## src/rtl/rs_age_station_if.sv

```systemverilog
// Dispatch, broadcast, squash and issue signals between the ROB/FU side (master)
// and the age-ordered reservation station (slave).
interface rs_age_station_if #(
    parameter int IDX_W     = 3,
    parameter int VAL_W     = 64,
    parameter int ROB_IDX_W = 4,
    parameter int OP_W      = 5
);
    logic                 in_rob_done;
    logic                 out_rs_ready;
    logic [OP_W-1:0]      in_rob_fu_op;
    logic                 in_rob_val_a_valid;
    logic [VAL_W-1:0]     in_rob_val_a_value;
    logic [ROB_IDX_W-1:0] in_rob_val_a_rob_index;
    logic                 in_rob_val_b_valid;
    logic [VAL_W-1:0]     in_rob_val_b_value;
    logic [ROB_IDX_W-1:0] in_rob_val_b_rob_index;
    logic                 in_rob_instr_uses_nzcv;
    logic                 in_rob_nzcv_valid;
    logic [3:0]           in_rob_nzcv;
    logic [ROB_IDX_W-1:0] in_rob_nzcv_rob_index;
    logic                 in_rob_set_nzcv;
    logic [ROB_IDX_W-1:0] in_rob_dst_rob_index;
    logic                 in_rob_broadcast_done;
    logic [ROB_IDX_W-1:0] in_rob_broadcast_index;
    logic [VAL_W-1:0]     in_rob_broadcast_value;
    logic                 in_rob_broadcast_set_nzcv;
    logic [3:0]           in_rob_broadcast_nzcv;
    logic                 in_rob_is_mispred;
    logic [ROB_IDX_W-1:0] in_rob_mispred_index;
    logic [ROB_IDX_W-1:0] in_rob_head_index;
    logic                 in_fu_ready;
    logic                 out_fu_start;
    logic [OP_W-1:0]      out_fu_op;
    logic [VAL_W-1:0]     out_fu_val_a;
    logic [VAL_W-1:0]     out_fu_val_b;
    logic [ROB_IDX_W-1:0] out_fu_dst_rob_index;
    logic                 out_fu_set_nzcv;
    logic [3:0]           out_fu_nzcv;
    logic [IDX_W:0]       out_rs_count;

    modport master (
        output in_rob_done, in_rob_fu_op,
               in_rob_val_a_valid, in_rob_val_a_value, in_rob_val_a_rob_index,
               in_rob_val_b_valid, in_rob_val_b_value, in_rob_val_b_rob_index,
               in_rob_instr_uses_nzcv, in_rob_nzcv_valid, in_rob_nzcv, in_rob_nzcv_rob_index,
               in_rob_set_nzcv, in_rob_dst_rob_index,
               in_rob_broadcast_done, in_rob_broadcast_index, in_rob_broadcast_value,
               in_rob_broadcast_set_nzcv, in_rob_broadcast_nzcv,
               in_rob_is_mispred, in_rob_mispred_index, in_rob_head_index, in_fu_ready,
        input  out_rs_ready, out_fu_start, out_fu_op, out_fu_val_a, out_fu_val_b,
               out_fu_dst_rob_index, out_fu_set_nzcv, out_fu_nzcv, out_rs_count
    );

    modport slave (
        input  in_rob_done, in_rob_fu_op,
               in_rob_val_a_valid, in_rob_val_a_value, in_rob_val_a_rob_index,
               in_rob_val_b_valid, in_rob_val_b_value, in_rob_val_b_rob_index,
               in_rob_instr_uses_nzcv, in_rob_nzcv_valid, in_rob_nzcv, in_rob_nzcv_rob_index,
               in_rob_set_nzcv, in_rob_dst_rob_index,
               in_rob_broadcast_done, in_rob_broadcast_index, in_rob_broadcast_value,
               in_rob_broadcast_set_nzcv, in_rob_broadcast_nzcv,
               in_rob_is_mispred, in_rob_mispred_index, in_rob_head_index, in_fu_ready,
        output out_rs_ready, out_fu_start, out_fu_op, out_fu_val_a, out_fu_val_b,
               out_fu_dst_rob_index, out_fu_set_nzcv, out_fu_nzcv, out_rs_count
    );
endinterface

```

## src/rtl/rs_age_station.sv

```systemverilog
// Age-matrix reservation station: operand/NZCV wakeup with dispatch bypass,
// oldest-ready issue, and selective squash of entries younger than a mispredict.
module rs_age_station #(
    parameter int DEPTH     = 8,
    parameter int IDX_W     = 3,
    parameter int VAL_W     = 64,
    parameter int ROB_IDX_W = 4,
    parameter int OP_W      = 5
) (
    input  logic            in_clk,
    input  logic            in_rst,
    rs_age_station_if.slave bus
);
    typedef logic [ROB_IDX_W-1:0] tag_t;

    logic [DEPTH-1:0] valid_q, valid_d;
    logic [DEPTH-1:0] age_q [DEPTH];
    logic [DEPTH-1:0] age_d [DEPTH];
    logic [IDX_W:0]   count_q, count_d;

    logic [OP_W-1:0]  op_q     [DEPTH];
    logic [VAL_W-1:0] a_val_q  [DEPTH];
    logic [VAL_W-1:0] b_val_q  [DEPTH];
    tag_t             a_tag_q  [DEPTH];
    tag_t             b_tag_q  [DEPTH];
    tag_t             nz_tag_q [DEPTH];
    tag_t             dst_q    [DEPTH];
    logic [3:0]       nz_val_q [DEPTH];
    logic [DEPTH-1:0] a_vld_q, b_vld_q, nz_vld_q, use_nz_q, set_nz_q;

    logic [DEPTH-1:0] rdy, grant, squash, wake_a, wake_b, wake_nz;
    logic [IDX_W-1:0] free_idx;
    logic [IDX_W:0]   n_sq;
    logic             fu_start, issue_fire, rs_ready, disp_ok;
    logic             a_hit, b_hit, nz_hit;
    tag_t             mis_age, bidx;

    // Distance from the ROB head; larger means younger.
    function automatic tag_t rob_age(input tag_t x, input tag_t head);
        return x - head;
    endfunction

    assign bidx     = bus.in_rob_broadcast_index;
    assign mis_age  = rob_age(bus.in_rob_mispred_index, bus.in_rob_head_index);
    assign fu_start = (|rdy) & ~bus.in_rob_is_mispred;
    assign issue_fire = fu_start & bus.in_fu_ready;
    assign rs_ready = (count_q != (IDX_W+1)'(DEPTH));
    assign disp_ok  = bus.in_rob_done & rs_ready &
                      ~(bus.in_rob_is_mispred &
                        (rob_age(bus.in_rob_dst_rob_index, bus.in_rob_head_index) > mis_age));

    // Same-cycle broadcast is folded into the dispatching entry.
    assign a_hit  = ~bus.in_rob_val_a_valid & bus.in_rob_broadcast_done & (bus.in_rob_val_a_rob_index == bidx);
    assign b_hit  = ~bus.in_rob_val_b_valid & bus.in_rob_broadcast_done & (bus.in_rob_val_b_rob_index == bidx);
    assign nz_hit = ~bus.in_rob_nzcv_valid & bus.in_rob_broadcast_done & bus.in_rob_broadcast_set_nzcv &
                    (bus.in_rob_nzcv_rob_index == bidx);

    always_comb begin
        for (int i = 0; i < DEPTH; i++) begin
            rdy[i] = valid_q[i] & a_vld_q[i] & b_vld_q[i] & (~use_nz_q[i] | nz_vld_q[i]);
        end
        for (int i = 0; i < DEPTH; i++) begin
            grant[i]   = rdy[i] & ~|(age_q[i] & rdy);
            squash[i]  = bus.in_rob_is_mispred & valid_q[i] &
                         (rob_age(dst_q[i], bus.in_rob_head_index) > mis_age);
            wake_a[i]  = bus.in_rob_broadcast_done & ~a_vld_q[i] & (a_tag_q[i] == bidx);
            wake_b[i]  = bus.in_rob_broadcast_done & ~b_vld_q[i] & (b_tag_q[i] == bidx);
            wake_nz[i] = bus.in_rob_broadcast_done & bus.in_rob_broadcast_set_nzcv &
                         ~nz_vld_q[i] & (nz_tag_q[i] == bidx);
        end
        free_idx = '0;
        for (int i = DEPTH - 1; i >= 0; i--) begin
            if (!valid_q[i]) free_idx = IDX_W'(i);
        end
    end

    always_comb begin
        bus.out_fu_op            = '0;
        bus.out_fu_val_a         = '0;
        bus.out_fu_val_b         = '0;
        bus.out_fu_dst_rob_index = '0;
        bus.out_fu_set_nzcv      = 1'b0;
        bus.out_fu_nzcv          = '0;
        for (int i = 0; i < DEPTH; i++) begin
            if (fu_start && grant[i]) begin
                bus.out_fu_op            = op_q[i];
                bus.out_fu_val_a         = a_val_q[i];
                bus.out_fu_val_b         = b_val_q[i];
                bus.out_fu_dst_rob_index = dst_q[i];
                bus.out_fu_set_nzcv      = set_nz_q[i];
                bus.out_fu_nzcv          = nz_val_q[i];
            end
        end
    end

    assign bus.out_fu_start = fu_start;
    assign bus.out_rs_ready = rs_ready;
    assign bus.out_rs_count = count_q;

    always_comb begin
        valid_d = valid_q & ~squash;
        if (issue_fire) valid_d = valid_d & ~grant;
        age_d = age_q;
        n_sq  = '0;
        for (int i = 0; i < DEPTH; i++) n_sq = n_sq + (IDX_W+1)'(squash[i]);
        if (disp_ok) begin
            valid_d[free_idx] = 1'b1;
            for (int j = 0; j < DEPTH; j++) age_d[j][free_idx] = 1'b0;
            age_d[free_idx] = valid_q;
        end
        count_d = count_q - n_sq + (IDX_W+1)'(disp_ok) - (IDX_W+1)'(issue_fire);
    end

    always_ff @(posedge in_clk) begin
        if (in_rst) begin
            valid_q <= '0;
            count_q <= '0;
            for (int i = 0; i < DEPTH; i++) age_q[i] <= '0;
        end else begin
            valid_q <= valid_d;
            count_q <= count_d;
            age_q   <= age_d;
        end
    end

    // Entry payload: no reset, only meaningful while valid_q is set.
    always_ff @(posedge in_clk) begin
        for (int i = 0; i < DEPTH; i++) begin
            if (disp_ok && free_idx == IDX_W'(i)) begin
                op_q[i]     <= bus.in_rob_fu_op;
                a_vld_q[i]  <= bus.in_rob_val_a_valid | a_hit;
                a_val_q[i]  <= a_hit ? bus.in_rob_broadcast_value : bus.in_rob_val_a_value;
                a_tag_q[i]  <= bus.in_rob_val_a_rob_index;
                b_vld_q[i]  <= bus.in_rob_val_b_valid | b_hit;
                b_val_q[i]  <= b_hit ? bus.in_rob_broadcast_value : bus.in_rob_val_b_value;
                b_tag_q[i]  <= bus.in_rob_val_b_rob_index;
                use_nz_q[i] <= bus.in_rob_instr_uses_nzcv;
                nz_vld_q[i] <= bus.in_rob_nzcv_valid | nz_hit;
                nz_val_q[i] <= nz_hit ? bus.in_rob_broadcast_nzcv : bus.in_rob_nzcv;
                nz_tag_q[i] <= bus.in_rob_nzcv_rob_index;
                set_nz_q[i] <= bus.in_rob_set_nzcv;
                dst_q[i]    <= bus.in_rob_dst_rob_index;
            end else begin
                if (wake_a[i]) begin
                    a_vld_q[i] <= 1'b1;
                    a_val_q[i] <= bus.in_rob_broadcast_value;
                end
                if (wake_b[i]) begin
                    b_vld_q[i] <= 1'b1;
                    b_val_q[i] <= bus.in_rob_broadcast_value;
                end
                if (wake_nz[i]) begin
                    nz_vld_q[i] <= 1'b1;
                    nz_val_q[i] <= bus.in_rob_broadcast_nzcv;
                end
            end
        end
    end
endmodule

```

## src/flat_wrapper.sv

```systemverilog
// flat-port wrapper written by rule: the top's interface ports become plain ports
module rs_age_station_flat 
#(
    parameter int DEPTH     = 8,
    parameter int IDX_W     = 3,
    parameter int VAL_W     = 64,
    parameter int ROB_IDX_W = 4,
    parameter int OP_W      = 5
)
  (in_clk, in_rst, bus_in_rob_done, bus_in_rob_fu_op, bus_in_rob_val_a_valid, bus_in_rob_val_a_value, bus_in_rob_val_a_rob_index, bus_in_rob_val_b_valid, bus_in_rob_val_b_value, bus_in_rob_val_b_rob_index, bus_in_rob_instr_uses_nzcv, bus_in_rob_nzcv_valid, bus_in_rob_nzcv, bus_in_rob_nzcv_rob_index, bus_in_rob_set_nzcv, bus_in_rob_dst_rob_index, bus_in_rob_broadcast_done, bus_in_rob_broadcast_index, bus_in_rob_broadcast_value, bus_in_rob_broadcast_set_nzcv, bus_in_rob_broadcast_nzcv, bus_in_rob_is_mispred, bus_in_rob_mispred_index, bus_in_rob_head_index, bus_in_fu_ready, bus_out_rs_ready, bus_out_fu_start, bus_out_fu_op, bus_out_fu_val_a, bus_out_fu_val_b, bus_out_fu_dst_rob_index, bus_out_fu_set_nzcv, bus_out_fu_nzcv, bus_out_rs_count);
  rs_age_station_if #(.IDX_W(IDX_W), .VAL_W(VAL_W), .ROB_IDX_W(ROB_IDX_W), .OP_W(OP_W)) bus_i ();
  input  logic in_clk;
  input  logic in_rst;
  input wire logic [$bits(bus_i.in_rob_done)-1:0] bus_in_rob_done;
  input wire logic [$bits(bus_i.in_rob_fu_op)-1:0] bus_in_rob_fu_op;
  input wire logic [$bits(bus_i.in_rob_val_a_valid)-1:0] bus_in_rob_val_a_valid;
  input wire logic [$bits(bus_i.in_rob_val_a_value)-1:0] bus_in_rob_val_a_value;
  input wire logic [$bits(bus_i.in_rob_val_a_rob_index)-1:0] bus_in_rob_val_a_rob_index;
  input wire logic [$bits(bus_i.in_rob_val_b_valid)-1:0] bus_in_rob_val_b_valid;
  input wire logic [$bits(bus_i.in_rob_val_b_value)-1:0] bus_in_rob_val_b_value;
  input wire logic [$bits(bus_i.in_rob_val_b_rob_index)-1:0] bus_in_rob_val_b_rob_index;
  input wire logic [$bits(bus_i.in_rob_instr_uses_nzcv)-1:0] bus_in_rob_instr_uses_nzcv;
  input wire logic [$bits(bus_i.in_rob_nzcv_valid)-1:0] bus_in_rob_nzcv_valid;
  input wire logic [$bits(bus_i.in_rob_nzcv)-1:0] bus_in_rob_nzcv;
  input wire logic [$bits(bus_i.in_rob_nzcv_rob_index)-1:0] bus_in_rob_nzcv_rob_index;
  input wire logic [$bits(bus_i.in_rob_set_nzcv)-1:0] bus_in_rob_set_nzcv;
  input wire logic [$bits(bus_i.in_rob_dst_rob_index)-1:0] bus_in_rob_dst_rob_index;
  input wire logic [$bits(bus_i.in_rob_broadcast_done)-1:0] bus_in_rob_broadcast_done;
  input wire logic [$bits(bus_i.in_rob_broadcast_index)-1:0] bus_in_rob_broadcast_index;
  input wire logic [$bits(bus_i.in_rob_broadcast_value)-1:0] bus_in_rob_broadcast_value;
  input wire logic [$bits(bus_i.in_rob_broadcast_set_nzcv)-1:0] bus_in_rob_broadcast_set_nzcv;
  input wire logic [$bits(bus_i.in_rob_broadcast_nzcv)-1:0] bus_in_rob_broadcast_nzcv;
  input wire logic [$bits(bus_i.in_rob_is_mispred)-1:0] bus_in_rob_is_mispred;
  input wire logic [$bits(bus_i.in_rob_mispred_index)-1:0] bus_in_rob_mispred_index;
  input wire logic [$bits(bus_i.in_rob_head_index)-1:0] bus_in_rob_head_index;
  input wire logic [$bits(bus_i.in_fu_ready)-1:0] bus_in_fu_ready;
  output wire logic [$bits(bus_i.out_rs_ready)-1:0] bus_out_rs_ready;
  output wire logic [$bits(bus_i.out_fu_start)-1:0] bus_out_fu_start;
  output wire logic [$bits(bus_i.out_fu_op)-1:0] bus_out_fu_op;
  output wire logic [$bits(bus_i.out_fu_val_a)-1:0] bus_out_fu_val_a;
  output wire logic [$bits(bus_i.out_fu_val_b)-1:0] bus_out_fu_val_b;
  output wire logic [$bits(bus_i.out_fu_dst_rob_index)-1:0] bus_out_fu_dst_rob_index;
  output wire logic [$bits(bus_i.out_fu_set_nzcv)-1:0] bus_out_fu_set_nzcv;
  output wire logic [$bits(bus_i.out_fu_nzcv)-1:0] bus_out_fu_nzcv;
  output wire logic [$bits(bus_i.out_rs_count)-1:0] bus_out_rs_count;
  assign bus_i.in_rob_done = bus_in_rob_done;
  assign bus_i.in_rob_fu_op = bus_in_rob_fu_op;
  assign bus_i.in_rob_val_a_valid = bus_in_rob_val_a_valid;
  assign bus_i.in_rob_val_a_value = bus_in_rob_val_a_value;
  assign bus_i.in_rob_val_a_rob_index = bus_in_rob_val_a_rob_index;
  assign bus_i.in_rob_val_b_valid = bus_in_rob_val_b_valid;
  assign bus_i.in_rob_val_b_value = bus_in_rob_val_b_value;
  assign bus_i.in_rob_val_b_rob_index = bus_in_rob_val_b_rob_index;
  assign bus_i.in_rob_instr_uses_nzcv = bus_in_rob_instr_uses_nzcv;
  assign bus_i.in_rob_nzcv_valid = bus_in_rob_nzcv_valid;
  assign bus_i.in_rob_nzcv = bus_in_rob_nzcv;
  assign bus_i.in_rob_nzcv_rob_index = bus_in_rob_nzcv_rob_index;
  assign bus_i.in_rob_set_nzcv = bus_in_rob_set_nzcv;
  assign bus_i.in_rob_dst_rob_index = bus_in_rob_dst_rob_index;
  assign bus_i.in_rob_broadcast_done = bus_in_rob_broadcast_done;
  assign bus_i.in_rob_broadcast_index = bus_in_rob_broadcast_index;
  assign bus_i.in_rob_broadcast_value = bus_in_rob_broadcast_value;
  assign bus_i.in_rob_broadcast_set_nzcv = bus_in_rob_broadcast_set_nzcv;
  assign bus_i.in_rob_broadcast_nzcv = bus_in_rob_broadcast_nzcv;
  assign bus_i.in_rob_is_mispred = bus_in_rob_is_mispred;
  assign bus_i.in_rob_mispred_index = bus_in_rob_mispred_index;
  assign bus_i.in_rob_head_index = bus_in_rob_head_index;
  assign bus_i.in_fu_ready = bus_in_fu_ready;
  assign bus_out_rs_ready = bus_i.out_rs_ready;
  assign bus_out_fu_start = bus_i.out_fu_start;
  assign bus_out_fu_op = bus_i.out_fu_op;
  assign bus_out_fu_val_a = bus_i.out_fu_val_a;
  assign bus_out_fu_val_b = bus_i.out_fu_val_b;
  assign bus_out_fu_dst_rob_index = bus_i.out_fu_dst_rob_index;
  assign bus_out_fu_set_nzcv = bus_i.out_fu_set_nzcv;
  assign bus_out_fu_nzcv = bus_i.out_fu_nzcv;
  assign bus_out_rs_count = bus_i.out_rs_count;
  rs_age_station #(.DEPTH(DEPTH), .IDX_W(IDX_W), .VAL_W(VAL_W), .ROB_IDX_W(ROB_IDX_W), .OP_W(OP_W)) u_core (.in_clk(in_clk), .in_rst(in_rst), .bus(bus_i));
endmodule
```

## config.mk

```make
export PLATFORM = sky130hd
export DESIGN_NAME = rs_age_station_flat
export DESIGN_NICKNAME = d
export VERILOG_FILES = /design/src/rtl/rs_age_station_if.sv /design/src/rtl/rs_age_station.sv /design/src/flat_wrapper.sv
export SDC_FILE = /design/constraint.sdc
export NUM_CORES = 2
export LEC_CHECK = 0
export BUFFER_PORTS_ARGS = -buffer_cell sky130_fd_sc_hd__buf_2
export CORE_ASPECT_RATIO = 1.5
export CORE_UTILIZATION = 44
export CTS_CLUSTER_SIZE = 8
export DETAILED_ROUTE_END_ITERATION = 8
export MAX_ROUTING_LAYER = met4
export PLACE_DENSITY_LB_ADDON = 0.08
export SLEW_MARGIN = 20
export SYNTH_ARGS = -nofsm -noshare
export SYNTH_HDL_FRONTEND = slang
export SYNTH_SLANG_ARGS = --single-unit
export TNS_END_PERCENT = 10
```

## constraint.sdc

```tcl
create_clock -name in_clk -period 10.75 [get_ports in_clk]
set_clock_uncertainty 0.2 [all_clocks]
set_input_delay 1.6125 -clock in_clk [delete_from_list [all_inputs] [get_ports in_clk]]
set_output_delay 1.6125 -clock in_clk [all_outputs]
set_load 0.005 [all_outputs]
```

==> impl_metrics.ini <==
[outcome]
status = complete, no violations

[floorplan]
start_util = 0.444
die-area_sq_mm = 0.155
die_x_um = 321
rows = 175
coreArea_sq_mm = 0.152
die_y_um = 481
io_pins = 393

[setup_path]
r2r_end = u_core.bus.out_rs_count[3]$_SDFF_PP0_
required_ns = 8.94
reg2reg_depth = 22
worst-r2r-setup-slack_ns = 4.84
path_class = register to output port
cp_top_family = compound AO/OA/AOI/OAI gates
worst-path-max-fanout = 51
r2r_start = u_core.dst_q[0][1]$_DFFE_PP_
crit_top_cell = buf_4
critPathSlowestCell = a2111oi_0
crit_path_start_kind = register
critical_path.n_buffers_inverters = 3
end_kind = output port
crit_path_cell_trace = nand2b_1 -> and3_1 -> a2111oi_0 -> nand2_1 -> a21oi_4 -> buf_4 -> buf_4 -> a221oi_1 -> o21a_1 -> a21oi_1 -> buf_2
arrival_ns = 5.85
slowest_delay_ns = 1.00

[detailed_routing]
drc = 0
drt_iter0_drc = 4576
ant_nets = 0
routedWlPerCell_um = 33.1
wl_um = 242000
viasPerCell = 6.38
first_pass_iters = 6
dr_total_vias = 46588

[yosys]
synth_area_sq_mm = 0.0673
netlist-cell-type-count = 83
synth.area.top_cells = edfxtp_1 56%, mux2_2 16%, a221oi_1 3.4%
seq_area_frac_synth = 0.586
synth.largest_area_cell = edfxtp_1
async_flop_share = 0
synth_edf_count = 1264
synth_warnings = 0
synth-seq-cells = 1340
syn_nets = 5214
synth_cells = 4892
synth_common_cells = 1264 x edfxtp_1, 937 x mux2_2, 283 x nor2_1, 261 x a221oi_1, 230 x o22ai_1
synth_ff_type = edfxtp_1
yosysMostFrequentCell = edfxtp_1
syn_area_per_cell_sq_um = 13.8
yosysTopAreaCellShare = 0.564

[pwr]
combPwrFrac = 0.088
swShare = 0.236
p_sw_uw = 2950
leakagePower_uw = 0.0259
p_total_uw = 12500
p_int_uw = 9580
p_clk_frac = 0.426
seqPwrFrac = 0.486
powerDensity_mw_per_mm2 = 164
peakVddDrop_mv = 0.142

[timing]
finalCritPeriodShare = 0.712
post-route-min-period_ns = 7.66
hold_viol_final = 0
grt_setup_unrepaired = no
fmax_ghz = 0.131
slew_headroom = 0.175
whs_ns = 0.239
worstMarginPinSlew_ns = 1.24
fin_setup_tns_ns = 0
drv_slew = 0
setup_viol = 0

[clock_tree]
clkLatencyLatePin_ns = 0.83
htree_levels = 4
clkSinkCount = 1340
ctsHoldBuffers = 0
numCtsBuffers = 186
clockBufferDepth = 3
clk_pin_slew_ns = 0.05
clock-root-buffer = clkbuf_16
cts_tree = done
post_cts_buffers = 0
cts-resized-gates = 0

[min_path]
min_path_cells = 2
min_path_type = register to register

[placement]
portBuffers = 392
hpwl_um = 139000
gp_congestion = 0.923

[global_route]
grt_pass1_vias = 46698
antenna_found_initial = 64
globalRouteTotalUtil = 0.317
grt_max_degree = 139
grt_pass1_wl_um = 341000
grt-ovfl-total = 0

[layout]
synthToLayoutAreaGrowth_pct = 13.3
n_fill_cell = 13354
finalNetCount = 5484
drive_above_1_share = 0.345

[flow_run]
maxCapViolations = 0
-- worst register-to-register path, delay by kind of cell (launching register included) --
kind / cells / cell delay (ns)
adders and majority gates: 9 / 3.06
buffers and inverters: 3 / 0.18
xor gates and xnor gates: 4 / 0.55
DFF: 1 / 0.44
AOI/OAI and AO/OA: 4 / 1.10
and+or+nand+nor: 2 / 0.22
-- registers in the layout, indices dropped and copies added, names as in the netlist, 32 cells and up, named ones only --
signal           flops
u_core.age_q        56
u_core.nz_tag_q     32
u_core.b_tag_q      32
u_core.nz_val_q     32
u_core.op_q         40
u_core.a_val_q     512
u_core.a_tag_q      32
u_core.dst_q        32
u_core.b_val_q     512
-- logic make-up after synthesis --
family / Yosys count / share of synthesized area
AO/OA/AOI/OAI: 910 / 0.0997
multiplexers: 1064 / 0.181
XOR/XNOR: 129 / 0.0169
adder cells (fa/ha/maj): 77 / 0.0161
flip-flops: 1340 / 0.586
AND/OR/NAND/NOR: 874 / 0.0650
buffers and inverters: 498 / 0.0348
-- stage by stage --
stage / utilization / instances / cell area (sq um) / setup WS [ns]
2_1_floorplan: - / 4892 / 67300 / 3.11
3_3_place_gp: 0.468 / 7005 / 71000 / 2.87
3_5_place_dp: 0.469 / 7008 / 71100 / 2.84
4_1_cts: 0.502 / 7244 / 76100 / 2.93
5_1_grt: 0.503 / 7294 / 76300 / 2.89
6_report: 0.503 / 7302 / 76300 / 3.09
-- final cells by class --
| class | count | area (sq um) | share of cell area |
|---|---|---|---|
| clock inverter | 11 | 131 | 0.00172 |
| timing repair buffer | 495 | 2930 | 0.0384 |
| multi-input combinational | 3054 | 25900 | 0.339 |
| antenna | 57 | 143 | 0.00187 |
| inverter | 85 | 319 | 0.00418 |
| sequential | 1340 | 39500 | 0.518 |
| tap | 2035 | 2550 | 0.0334 |
| clock buffer | 225 | 4870 | 0.0639 |
-- per-layer routing --
| layer | GRT usage | up-vias | wire length (um) |
|---|---|---|---|
| met5 | - | - | 0 |
| met4 | 0.110 | 0 | 8070 |
| met3 | 0.0723 | 463 | 19900 |
| met2 | 0.512 | 2046 | 117000 |
| met1 | 0.390 | 24268 | 97100 |
| li1 | - | 19811 | - |
-- power groups by stage --
stage,registers (uW),logic [uW],clock network (uW)
final,6090,1100,5340
after global routing,6100,1180,5570
after CTS,6090,1100,5400
after detailed placement,6190,1100,0
after global placement,6180,1080,0
after floorplan,6180,666,0
-- layout by cell type, fill, tap and decap left out, types with 18 or more instances in the layout --
cell          n
nor2_1      280
nor4_1      108
buf_2       392
o21ai_0     112
clkbuf_16   189
nor3_1       33
nand2_1     141
edfxtp_1   1264
a221oi_2     22
dfxtp_1      76
o22ai_1     230
clkbuf_1     35
buf_4        90
o221ai_1     42
xnor2_1      99
mux2_2      937
nand3_1      52
mux2_1       63
a21oi_1      87
inv_1        78
o211ai_1     18
mux2_4       60
or2_1        99
ha_1         61
xor2_1       29
o21a_1       43
a221oi_1    261
diode_2      57
-- worst max path at each step --
stage / start / end / slack (ns) / depth (start not counted)
after floorplan: bus_in_rob_head_index[1] / u_core.bus.out_rs_count[3]$_SDFF_PP0_ / 3.11 / 22
after global placement: bus_in_rob_head_index[0] / u_core.bus.out_rs_count[3]$_SDFF_PP0_ / 2.87 / 23
after detailed placement: bus_in_rob_head_index[0] / u_core.bus.out_rs_count[3]$_SDFF_PP0_ / 2.84 / 23
after CTS: u_core.nz_vld_q[7]$_SDFFCE_PN1P_ / bus_out_fu_val_a[51] / 2.93 / 10
after global routing: u_core.nz_vld_q[5]$_SDFFCE_PN1P_ / bus_out_fu_val_b[13] / 2.89 / 10
final: u_core.nz_vld_q[7]$_SDFFCE_PN1P_ / bus_out_fu_val_a[51] / 3.09 / 11
Note: power is estimated with default switching activity, not from simulation.
